## src/rtl/adder_pkg.sv

```systemverilog
// Shared types for the bit-serial adder: FSM state encoding
// and the bit order of the 1-bit full_adder cell's packed ports.
package adder_pkg;

  typedef enum logic [1:0] {
    S_IDLE = 2'd0,
    S_RUN  = 2'd1,
    S_DONE = 2'd2
  } state_e;

  // full_adder input vector is {cin, b, a}
  localparam int FA_A   = 0;
  localparam int FA_B   = 1;
  localparam int FA_CIN = 2;

  // full_adder output vector is {cout, sum}
  localparam int FA_SUM  = 0;
  localparam int FA_COUT = 1;

endpackage

```

## src/rtl/full_adder.sv

```systemverilog
// One-bit full adder cell.
// Ports: in_i {cin,b,a}; out_o {cout,sum}.
module full_adder
  import adder_pkg::*;
(
  input  logic [2:0] in_i,
  output logic [1:0] out_o
);

  logic a;
  logic b;
  logic c;

  assign a = in_i[FA_A];
  assign b = in_i[FA_B];
  assign c = in_i[FA_CIN];

  assign out_o[FA_SUM]  = a ^ b ^ c;
  assign out_o[FA_COUT] = (a & b) | (c & (a ^ b));

endmodule

```

## src/rtl/serial_adder.sv

```systemverilog
// Bit-serial WIDTH-bit adder: one full_adder cell, LSB first, WIDTH cycles per op.
// Ports: clk, rst (sync, active high); in_valid/in_ready/in_a/in_b
// [in_sub when SERIAL_ADDER_SUB_EN is defined]; out_valid/out_ready/out_sum/out_carry.
module serial_adder
  import adder_pkg::*;
#(
  parameter int WIDTH = 8
) (
  input  logic             clk,
  input  logic             rst,
  input  logic             in_valid,
  output logic             in_ready,
  input  logic [WIDTH-1:0] in_a,
  input  logic [WIDTH-1:0] in_b,
`ifdef SERIAL_ADDER_SUB_EN
  input  logic             in_sub,
`endif
  output logic             out_valid,
  input  logic             out_ready,
  output logic [WIDTH-1:0] out_sum,
  output logic             out_carry
);

  localparam int CW = (WIDTH > 1) ? $clog2(WIDTH) : 1;
  localparam logic [CW-1:0] CNT_LAST = CW'(WIDTH - 1);

  state_e           state_q, state_d;
  logic [WIDTH-1:0] a_q, a_d;
  logic [WIDTH-1:0] b_q, b_d;
  logic [WIDTH-1:0] sum_q, sum_d;
  logic             carry_q, carry_d;
  logic [CW-1:0]    cnt_q, cnt_d;

  logic [2:0]       fa_in;
  logic [1:0]       fa_out;
  logic             sub_w;

`ifdef SERIAL_ADDER_SUB_EN
  assign sub_w = in_sub;
`else
  assign sub_w = 1'b0;
`endif

  always_comb begin
    fa_in         = '0;
    fa_in[FA_A]   = a_q[0];
    fa_in[FA_B]   = b_q[0];
    fa_in[FA_CIN] = carry_q;
  end

  full_adder u_fa (
    .in_i  (fa_in),
    .out_o (fa_out)
  );

  always_ff @(posedge clk) begin
    if (rst) begin
      state_q <= S_IDLE;
      a_q     <= '0;
      b_q     <= '0;
      sum_q   <= '0;
      carry_q <= 1'b0;
      cnt_q   <= '0;
    end else begin
      state_q <= state_d;
      a_q     <= a_d;
      b_q     <= b_d;
      sum_q   <= sum_d;
      carry_q <= carry_d;
      cnt_q   <= cnt_d;
    end
  end

  always_comb begin
    state_d = state_q;
    a_d     = a_q;
    b_d     = b_q;
    sum_d   = sum_q;
    carry_d = carry_q;
    cnt_d   = cnt_q;
    unique case (state_q)
      S_IDLE: begin
        if (in_valid) begin
          // Subtract is A + ~B + 1: invert B, seed carry with 1
          a_d     = in_a;
          b_d     = sub_w ? ~in_b : in_b;
          carry_d = sub_w;
          cnt_d   = '0;
          state_d = S_RUN;
        end
      end
      S_RUN: begin
        a_d     = a_q >> 1;
        b_d     = b_q >> 1;
        sum_d   = {fa_out[FA_SUM], sum_q[WIDTH-1:1]};
        carry_d = fa_out[FA_COUT];
        cnt_d   = cnt_q + 1'b1;
        if (cnt_q == CNT_LAST) begin
          state_d = S_DONE;
        end
      end
      S_DONE: begin
        if (out_ready) begin
          state_d = S_IDLE;
        end
      end
      default: begin
        state_d = S_IDLE;
      end
    endcase
  end

  assign in_ready  = (state_q == S_IDLE);
  assign out_valid = (state_q == S_DONE);
  assign out_sum   = out_valid ? sum_q : '0;
  assign out_carry = out_valid & carry_q;

endmodule

```

## config.mk

```make
export PLATFORM = sky130hd
export DESIGN_NAME = serial_adder
export DESIGN_NICKNAME = d
export VERILOG_FILES = /design/src/rtl/adder_pkg.sv /design/src/rtl/full_adder.sv /design/src/rtl/serial_adder.sv
export SDC_FILE = /design/constraint.sdc
export NUM_CORES = 1
export LEC_CHECK = 0
export CORE_MARGIN = 2
export CORE_UTILIZATION = 40
export CTS_CLUSTER_SIZE = 24
export DETAILED_ROUTE_END_ITERATION = 10
export PLACE_DENSITY = 0.64
export SLEW_MARGIN = 20
export SYNTH_ARGS = -nofsm -noshare
export SYNTH_HDL_FRONTEND = slang
export SYNTH_SLANG_ARGS = --single-unit
```

## constraint.sdc

```tcl
create_clock -name clk -period 3.93 [get_ports clk]
set_clock_uncertainty 0.1 [all_clocks]
set_input_delay 0.786 -clock clk [delete_from_list [all_inputs] [get_ports clk]]
set_output_delay 0.786 -clock clk [all_outputs]
set_load 0.01 [all_outputs]
```

==> key figures, run 1 <==
STA
  – Achievable frequency: 0.344 GHz
  – Share of the clock period used by the worst path after layout: 74.1%
  – Total negative slack: 0 ns
  – Pins over their slew limit: 0
  – Relative slew margins: 29.2%
  – Final critical path time including I/O delays and setup: 2.91 ns
  – Setup-failing EPs final: 0
  – Final worst hold slack: 0.362 ns
  – Setup repair after global routing missed its margin: false
  – Slew at the pin with the worst max-slew slack: 1.06 ns
  – Final Hold Violating Endpoints: 0

Place
  – DP HPWL: 1920 um
  – Post-DP Area: 1610 um2
  – Count of placed standard cells including taps: 211
  – Port Buffer Count: 30
  – Routability Congestion: 0.723

Synth
  – Warning count from the yosys run: 0
  – Proportion of netlist area held by the largest area contributor: 46.0%
  – Area contributors post-synth: sky130_fd_sc_hd__dfxtp_1 (46%), sky130_fd_sc_hd__a21oi_1 (8.0%), sky130_fd_sc_hd__o221a_1 (6.0%), sky130_fd_sc_hd__o221a_2 (6.0%), sky130_fd_sc_hd__inv_1 (5.5%)
  – Syn nets: 169
  – Share of synthesized area occupied by flip-flops and latches: 46.0%
  – Post-synthesis instance area: 1310 um2
  – Register bit count reported by yosys: 30
  – Mean instance size in the synthesized netlist: 8.95 um2
  – Synthesized instance count: 146
  – Unique cell type count in the Yosys netlist: 25
  – Cell taking the most area after synthesis: sky130_fd_sc_hd__dfxtp_1

Power and ir drop
  – Sequential share of power: 57.2%
  – Switch share: 26.0%
  – Switching power summed over all nets: 0.000151 W
  – Cell Int Power: 0.000430 W
  – Static leakage: 0.617 nW
  – Logic pwr share: 14.0%
  – Power density normalized to cell area: 351 nW/um2
  – Power share of the clock group: 28.8%
  – Pwr Total: 0.000581 W
  – Worst supply voltage drop on vdd: 0.164 mV

Setup path
  – Highest net fanout along the worst path: 11
  – Critical path, cell by cell: nor2b_1 > and2_1 > clkdlybuf4s50_1
  – Category of the worst setup path launch point: flip-flop
  – Largest delay share family, worst path: simple AND/OR/NAND/NOR gates
  – Max stage delay cell, worst path: sky130_fd_sc_hd__clkdlybuf4s50_1
  – Count of buffering cells on the critical path with inverters included: 1
  – Endpoint class of the critical path: output port
  – CP arrival: 2.02 ns
  – Largest incremental delay on the critical path: 0.53 ns
  – Required arrival time at the worst endpoint: 3.04 ns
  – Type of the worst setup path: flip-flop to output port

Die
  – Total number of placement rows: 20
  – Overall die area: 3740 um2
  – Io pins: 31
  – Placeable core region: 3080 um2
  – Chip width: 61.1 um
  – Height of the die: 61.1 um
  – Initial core utilization: 42.4%

CTS
  – Clk pin slew, worst setup/hold paths: 0.09 ns
  – TritonCTS clock tree: done
  – Buffer cell driving the clock tree root: sky130_fd_sc_hd__clkbuf_4
  – Number of sinks on the clock net: 30
  – CTS H-Tree Depth: 2
  – PostCTS Resize Cnt: 0
  – Clock latency of the later-clocked register in the worst-skew pair: 0.33 ns
  – Cts hold-fix bufs: 0
  – Setup repair bufs after CTS: 0
  – Maximum buffer depth of the clock tree: 2
  – CTS buffer count: 5

Global route
  – Largest net degree at the start of global routing: 31
  – Remaining global-route overflow: 0
  – Global router's overall resource usage: 18.2%
  – Vias in the first global route: 1066
  – Initial antenna violation count: 0
  – Wire length of the first global-routing pass: 4860 um

Finish
  – Total inserted antenna cells: 0
  – NumNets Final: 197
  – Highest-count cells in the layout ignoring fill and taps: sky130_fd_sc_hd__dfxtp_1 (30), sky130_fd_sc_hd__clkdlybuf4s50_1 (29), sky130_fd_sc_hd__a21oi_1 (21)
  – Share of post-route cells with drive strength above 1: 9.77%
  – Final std cells w/o fill: 218
  – Most common cell after layout, fill and taps aside: sky130_fd_sc_hd__dfxtp_1
  – Fill cells: 294
  – Final design area excluding fillers: 1650 um2
  – Area added between synthesis and finish: 26.6%

Route
  – Via/cell ratio: 5.09
  – Iteration-0 DRC Markers: 68
  – Vias after detailed routing: 1110
  – Wire length per cell after detailed routing: 13.3 um
  – Count of antenna-violating nets left after detailed routing: 0
  – DR DRC count: 0
  – Length of the first detailed-routing pass in iterations: 4
  – Detailed Route WL: 2910 um

Outcome
  – Result of the run: finished, final reports clean

Job
  – Max-cap violation count: 0

Min path
  – Hold WC Path Type: flip-flop to flip-flop
[cell type report]
type / instances / area (um2) / share of cell area, %
sequential: 30 / 601 / 36.3
multi-input combinational: 87 / 579 / 35.0
timing repair buffer: 31 / 303 / 18.3
inverter: 19 / 71.3 / 4.31
tap: 44 / 55.1 / 3.33
clock buffer: 7 / 45.0 / 2.72
[registers in the layout, summed over array words and instances (netlist names)]
name     flops
a_q          8
b_q          8
carry_q      1
cnt_q        3
state_q      2
sum_q        8
[tightest hold or removal path, delay by kind of cell, from the launching register on]
kind / cells / cell delay, ns
flip-flops: 1 / 0.32
AND/OR/NAND/NOR: 1 / 0.05
AO/OA/AOI/OAI: 1 / 0.05
[path summary, 6_finish.rpt]
path                    from         end  slack (ns)  cells after the start
setup / recovery  state_q[1]  out_sum[7]        1.02                      3
hold / removal      sum_q[0]    sum_q[0]        0.36                      2
setup reg to reg  state_q[0]    sum_q[7]        1.84                      4
hold reg to reg     sum_q[0]    sum_q[0]        0.36                      2
[metrics by stage]
stage                     utilization [%]  setup WS [ns]
after CTS                            53.9           1.00
after global routing                 53.7          0.872
after detailed placement             52.4           1.36
final                                53.7           1.02
after global placement               52.4           1.43
after floorplan                         -           1.99
[power by group through the flow]
stage          Combinational (W)  Sequential (W)  Clock, W
3_3_place_gp           0.0000791        0.000338         0
2_1_floorplan          0.0000528        0.000336         0
6_report               0.0000814        0.000332  0.000167
3_5_place_dp           0.0000818        0.000339         0
5_1_grt                0.0000903        0.000335  0.000182
4_1_cts                0.0000827        0.000333  0.000171
[Yosys cell counts, drive strengths merged]
| library cell | count |
|---|---|
| nor2 | 11 |
| nor2b | 2 |
| nand2b | 1 |
| dfxtp | 30 |
| a2bb2oi | 1 |
| clkbuf | 4 |
| inv | 19 |
| a211oi | 1 |
| nand2 | 15 |
| a21oi | 21 |
| mux2i | 2 |
| o21bai | 1 |
| nor3 | 1 |
| o221a | 14 |
| ha | 2 |
| and2 | 9 |
| fa | 1 |
| a32oi | 2 |
| buf | 6 |
| a22oi | 3 |
[kinds of logic after synthesis]
| kind of cell | count (synthesis) | synth area share (%) |
|---|---|---|
| adders and majority gates | 3 | 3.45 |
| and+or+nand+nor | 39 | 14.0 |
| buffers and inverters | 29 | 9.67 |
| muxes | 2 | 1.53 |
| DFF | 30 | 46.0 |
| AOI/OAI and AO/OA | 43 | 25.4 |
[routing by layer]
layer  share of wire, %  vias to the layer above  track usage (%)
met2                 49                       22             29.6
met4                1.9                        0             7.45
met1                 45                      530             21.5
li1                   -                      552                -
met3                4.4                        6             6.93
met5                  0                        -                0
No activity file was read; power rests on OpenSTA's default activity.
==> run 2, diff against run 1 <==
Clock period 3.93 ns to 3 ns, I/O delays scaled along.
==> key figures, run 2 (synthesized netlist as in run 1, its figures left out) <==
CTS
  – CTS H-Tree Depth: 2
  – Maximum buffer depth of the clock tree: 2
  – Setup repair bufs after CTS: 0
  – Clk pin slew, worst setup/hold paths: 0.09 ns
  – Cts hold-fix bufs: 0
  – PostCTS Resize Cnt: 0
  – CTS buffer count: 5
  – Buffer cell driving the clock tree root: sky130_fd_sc_hd__clkbuf_4
  – TritonCTS clock tree: done
  – Number of sinks on the clock net: 30
  – Clock latency of the later-clocked register in the worst-skew pair: 0.33 ns

Setup path
  – Number of cell instances on the worst register-to-register path: 3
  – Largest incremental delay on the critical path: 0.55 ns
  – Slack of the worst reg-to-reg path: 1.49 ns
  – Highest net fanout along the worst path: 11
  – Worst r2r dst: a_q[2]
  – Category of the worst setup path launch point: flip-flop
  – Type of the worst setup path: flip-flop to output port
  – R2R Path Start: state_q[1]
  – Critical path, cell by cell: nor2b_1 > and2_1 > clkdlybuf4s50_1
  – Required arrival time at the worst endpoint: 2.30 ns
  – Max stage delay cell, worst path: sky130_fd_sc_hd__nor2b_1
  – Endpoint class of the critical path: output port
  – CP arrival: 2.08 ns

Place
  – Routability Congestion: 0.719
  – Port Buffer Count: 30
  – DP HPWL: 1920 um
  – Count of placed standard cells including taps: 213

Route
  – Wire length per cell after detailed routing: 12.6 um
  – DR DRC count: 0
  – Iteration-0 DRC Markers: 65
  – Length of the first detailed-routing pass in iterations: 4
  – Vias after detailed routing: 1091
  – Detailed Route WL: 2780 um
  – Via/cell ratio: 4.96
  – Count of antenna-violating nets left after detailed routing: 0

Power and ir drop
  – Worst supply voltage drop on vdd: 0.263 mV
  – Static leakage: 0.627 nW
  – Power density normalized to cell area: 457 nW/um2

Finish
  – Top flop regs: a_q (8), b_q (8), sum_q (8)
  – Finished Core Util: 54.4%
  – Total inserted antenna cells: 0
  – Area added between synthesis and finish: 28.2%
  – NumNets Final: 199
  – Highest-count cells in the layout ignoring fill and taps: sky130_fd_sc_hd__dfxtp_1 (30), sky130_fd_sc_hd__clkdlybuf4s50_1 (30), sky130_fd_sc_hd__a21oi_1 (21)
  – Share of post-route cells with drive strength above 1: 10.2%
  – Fill cells: 303
  – Final std cells w/o fill: 220

Global route
  – Most used routing layer: met2
  – Global routing met3 resource utilization: 7.56%
  – Largest net degree at the start of global routing: 23
  – Remaining global-route overflow: 0
  – Met2 routing resource usage after global routing: 28.1%
  – Met1 capacity usage during global routing: 20.2%
  – Wire length of the first global-routing pass: 4710 um
  – Vias in the first global route: 1043
  – Global router's overall resource usage: 17.3%
  – Initial antenna violation count: 0

STA
  – Slew at the pin with the worst max-slew slack: 0.784 ns
  – Achievable frequency: 0.359 GHz
  – Final Hold Violating Endpoints: 0
  – Pins over their slew limit: 0
  – Relative slew margins: 47.6%
  – Setup-failing EPs final: 0
  – Final critical path time including I/O delays and setup: 2.78 ns
  – Total negative slack: 0 ns
  – Share of the clock period used by the worst path after layout: 92.8%
  – Setup repair after global routing missed its margin: false

Die
  – Placeable core region: 3080 um2
  – Chip width: 61.1 um
  – Height of the die: 61.1 um
  – Initial core utilization: 42.4%
  – Overall die area: 3740 um2
  – Io pins: 31
  – Total number of placement rows: 20

Min path
  – Worst Min Path Start: sum_q[0]
  – End point of the most critical hold path: sum_q[0]
  – Hold WC Path Type: flip-flop to flip-flop
  – Cell depth of the worst hold path: 2

Outcome
  – Result of the run: finished, final reports clean

Job
  – Max-cap violation count: 0
run 2: cell types whose count changed in the layout (fill, tap and decap cells not counted):
cell,before,now
sky130_fd_sc_hd__buf_2,1,0
sky130_fd_sc_hd__buf_4,1,3
sky130_fd_sc_hd__clkdlybuf4s50_1,29,30
run 2: metrics by stage:
stage	hold WS, ns	setup slack, ns	power [W]	area [um2]
2_1_floorplan	0.332	1.24	0.000510	1310
3_3_place_gp	0.349	0.684	0.000549	1630
3_5_place_dp	0.357	0.611	0.000553	1630
4_1_cts	0.369	0.236	0.000770	1670
5_1_grt	0.391	0.0958	0.000801	1670
6_report	0.365	0.217	0.000766	1670
run 2: final cells by class:
class | instances | area [um2] | share of cell area [%]
Sequential cell | 30 | 601 | 35.9
Multi-Input combinational cell | 87 | 579 | 34.6
Timing Repair Buffer | 33 | 323 | 19.3
Inverter | 19 | 71.3 | 4.26
Tap cell | 44 | 55.1 | 3.29
Clock buffer | 7 | 45.0 | 2.69
run 2: worst max-delay path by stage:
stage / end / slack [ns] / start
CTS: out_sum[6] / 0.24 / state_q[1]
global route: out_carry / 0.1 / state_q[1]
floorplan: out_carry / 1.24 / state_q[1]
detailed placement: out_sum[6] / 0.61 / state_q[1]
finish: out_sum[6] / 0.22 / state_q[1]
global placement: out_sum[7] / 0.68 / state_q[1]
run 2: worst max-delay path, delay by kind of cell (launching register included):
kind | cells | cell delay, ns
DFF | 1 | 0.45
buffers and inverters | 1 | 0.53
and+or+nand+nor | 2 | 0.77
run 2: power breakdown:
group	switching [W]	total, W	leakage, nW	internal [W]
clock network	0.000135	0.000223	0.0254	0.0000882
logic	0.0000504	0.000108	0.355	0.0000572
registers	0.0000142	0.000435	0.246	0.000421
run 2: routing by layer:
metal / share of wire (%) / wire length, um
met1: 46 / 1270
met2: 47 / 1310
met3: 5.4 / 149
met4: 1.6 / 44
met5: 0 / 0
==> run 3, diff against run 2 <==
Settings changed: CORE_MARGIN 2 to 3.
==> key figures, run 3 (synthesized netlist as in run 1, its figures left out) <==
Finish
  – Highest-count cells in the layout ignoring fill and taps: sky130_fd_sc_hd__dfxtp_1 (30), sky130_fd_sc_hd__clkdlybuf4s50_1 (30), sky130_fd_sc_hd__a21oi_1 (21)
  – Fill cells: 305
  – NumNets Final: 199
  – Area added between synthesis and finish: 29.3%
  – Top flop regs: a_q (8), b_q (8), sum_q (8)
  – Total inserted antenna cells: 0
  – Final std cells w/o fill: 221
  – Share of post-route cells with drive strength above 1: 11.3%
  – Finished Core Util: 54.9%

Die
  – Initial core utilization: 42.4%
  – Placeable core region: 3080 um2
  – Height of the die: 63.1 um
  – Io pins: 31
  – Overall die area: 3990 um2
  – Chip width: 63.1 um
  – Total number of placement rows: 20

Setup path
  – Highest net fanout along the worst path: 11
  – Type of the worst setup path: flip-flop to output port
  – R2R Path Start: state_q[1]
  – Category of the worst setup path launch point: flip-flop
  – Endpoint class of the critical path: output port
  – CP arrival: 2.04 ns
  – Critical path origin: state_q[1]
  – Required arrival time at the worst endpoint: 2.30 ns

CTS
  – CTS buffer count: 5
  – CTS H-Tree Depth: 2
  – Cts hold-fix bufs: 0
  – Clk pin slew, worst setup/hold paths: 0.09 ns
  – Number of sinks on the clock net: 30
  – PostCTS Resize Cnt: 0
  – Clock latency of the later-clocked register in the worst-skew pair: 0.33 ns
  – Maximum buffer depth of the clock tree: 2
  – Buffer cell driving the clock tree root: sky130_fd_sc_hd__clkbuf_4
  – TritonCTS clock tree: done
  – Setup repair bufs after CTS: 0

Route
  – Length of the first detailed-routing pass in iterations: 4
  – Count of antenna-violating nets left after detailed routing: 0
  – Wire length per cell after detailed routing: 13.2 um
  – Iteration-0 DRC Markers: 62
  – Vias after detailed routing: 1130
  – Detailed Route WL: 2910 um
  – Via/cell ratio: 5.11
  – DR DRC count: 0

STA
  – Relative slew margins: 43.9%
  – Setup repair after global routing missed its margin: false
  – Final critical path time including I/O delays and setup: 2.74 ns
  – Total negative slack: 0 ns
  – Achievable frequency: 0.365 GHz
  – Final Hold Violating Endpoints: 0
  – Setup-failing EPs final: 0
  – Slew at the pin with the worst max-slew slack: 0.838 ns
  – Share of the clock period used by the worst path after layout: 91.3%
  – Pins over their slew limit: 0

Global route
  – Largest net degree at the start of global routing: 24
  – Initial antenna violation count: 0
  – Vias in the first global route: 1100
  – Remaining global-route overflow: 0
  – Wire length of the first global-routing pass: 4930 um
  – Global router's overall resource usage: 15.9%

Job
  – Max-cap violation count: 0

Outcome
  – Result of the run: finished, final reports clean

Power and ir drop
  – Worst supply voltage drop on vdd: 0.273 mV
  – Static leakage: 0.637 nW
  – Power density normalized to cell area: 471 nW/um2

Min path
  – Hold WC Path Type: flip-flop to flip-flop
  – Worst Min Path Start: sum_q[6]

Place
  – DP HPWL: 2020 um
  – Count of placed standard cells including taps: 213
  – Port Buffer Count: 30
  – Routability Congestion: 0.726
==> run 3: cell count changes in the layout (fill, tap and decap cells not counted) <==
| cell | change |
|---|---|
| sky130_fd_sc_hd__clkinv_2 | +1 |
| sky130_fd_sc_hd__clkbuf_8 | +1 |
| sky130_fd_sc_hd__clkbuf_1 | -1 |
==> run 3: routing by layer <==
layer | global-route usage, % | wire length (um) | up-vias | part of all wire (%)
li1 | - | - | 558 | -
met1 | 18.7 | 1330 | 542 | 46
met2 | 26.1 | 1390 | 24 | 48
met3 | 5.88 | 151 | 6 | 5.2
met4 | 6.06 | 41 | 0 | 1.4
met5 | 0 | 0 | - | 0
==> run 3: report_power, final <==
group | internal, W | total (W) | switching (W) | leakage [nW]
sequential | 0.000421 | 0.000435 | 0.0000140 | 0.246
combinational | 0.0000575 | 0.000110 | 0.0000523 | 0.355
clock | 0.000113 | 0.000251 | 0.000138 | 0.0353
==> run 3: path summary, 6_finish.rpt <==
kind	end	slack, ns	cells after the start
setup / recovery	out_carry	0.26	3
hold / removal	sum_q[5]	0.37	2
setup reg to reg	a_q[3]	1.44	3
hold reg to reg	sum_q[5]	0.37	2
==> run 3: per-stage QoR <==
stage / hold slack, ns / total power [W] / instance area, um2 / setup WS (ns)
global route: 0.389 / 0.000844 / 1690 / 0.0178
floorplan: 0.332 / 0.000510 / 1310 / 1.24
finish: 0.369 / 0.000796 / 1690 / 0.260
detailed placement: 0.356 / 0.000554 / 1630 / 0.572
global placement: 0.345 / 0.000549 / 1630 / 0.680
CTS: 0.370 / 0.000806 / 1690 / 0.194
==> run 3: area by class of cell <==
class                      instances  area, um2  area share, %
sequential                        30        601           35.6
multi-input combinational         87        579           34.3
timing repair buffer              33        323           19.1
inverter                          19       71.3           4.22
clock buffer                       7       55.1           3.26
tap                               44       55.1           3.26
clock inverter                     1       5.00          0.296
==> run 3: critical path, stage by stage (launching register included) <==
cell                              delay [ns]
sky130_fd_sc_hd__dfxtp_1                0.45
sky130_fd_sc_hd__nor2b_1                0.51
sky130_fd_sc_hd__and2_1                 0.22
sky130_fd_sc_hd__clkdlybuf4s50_1        0.53
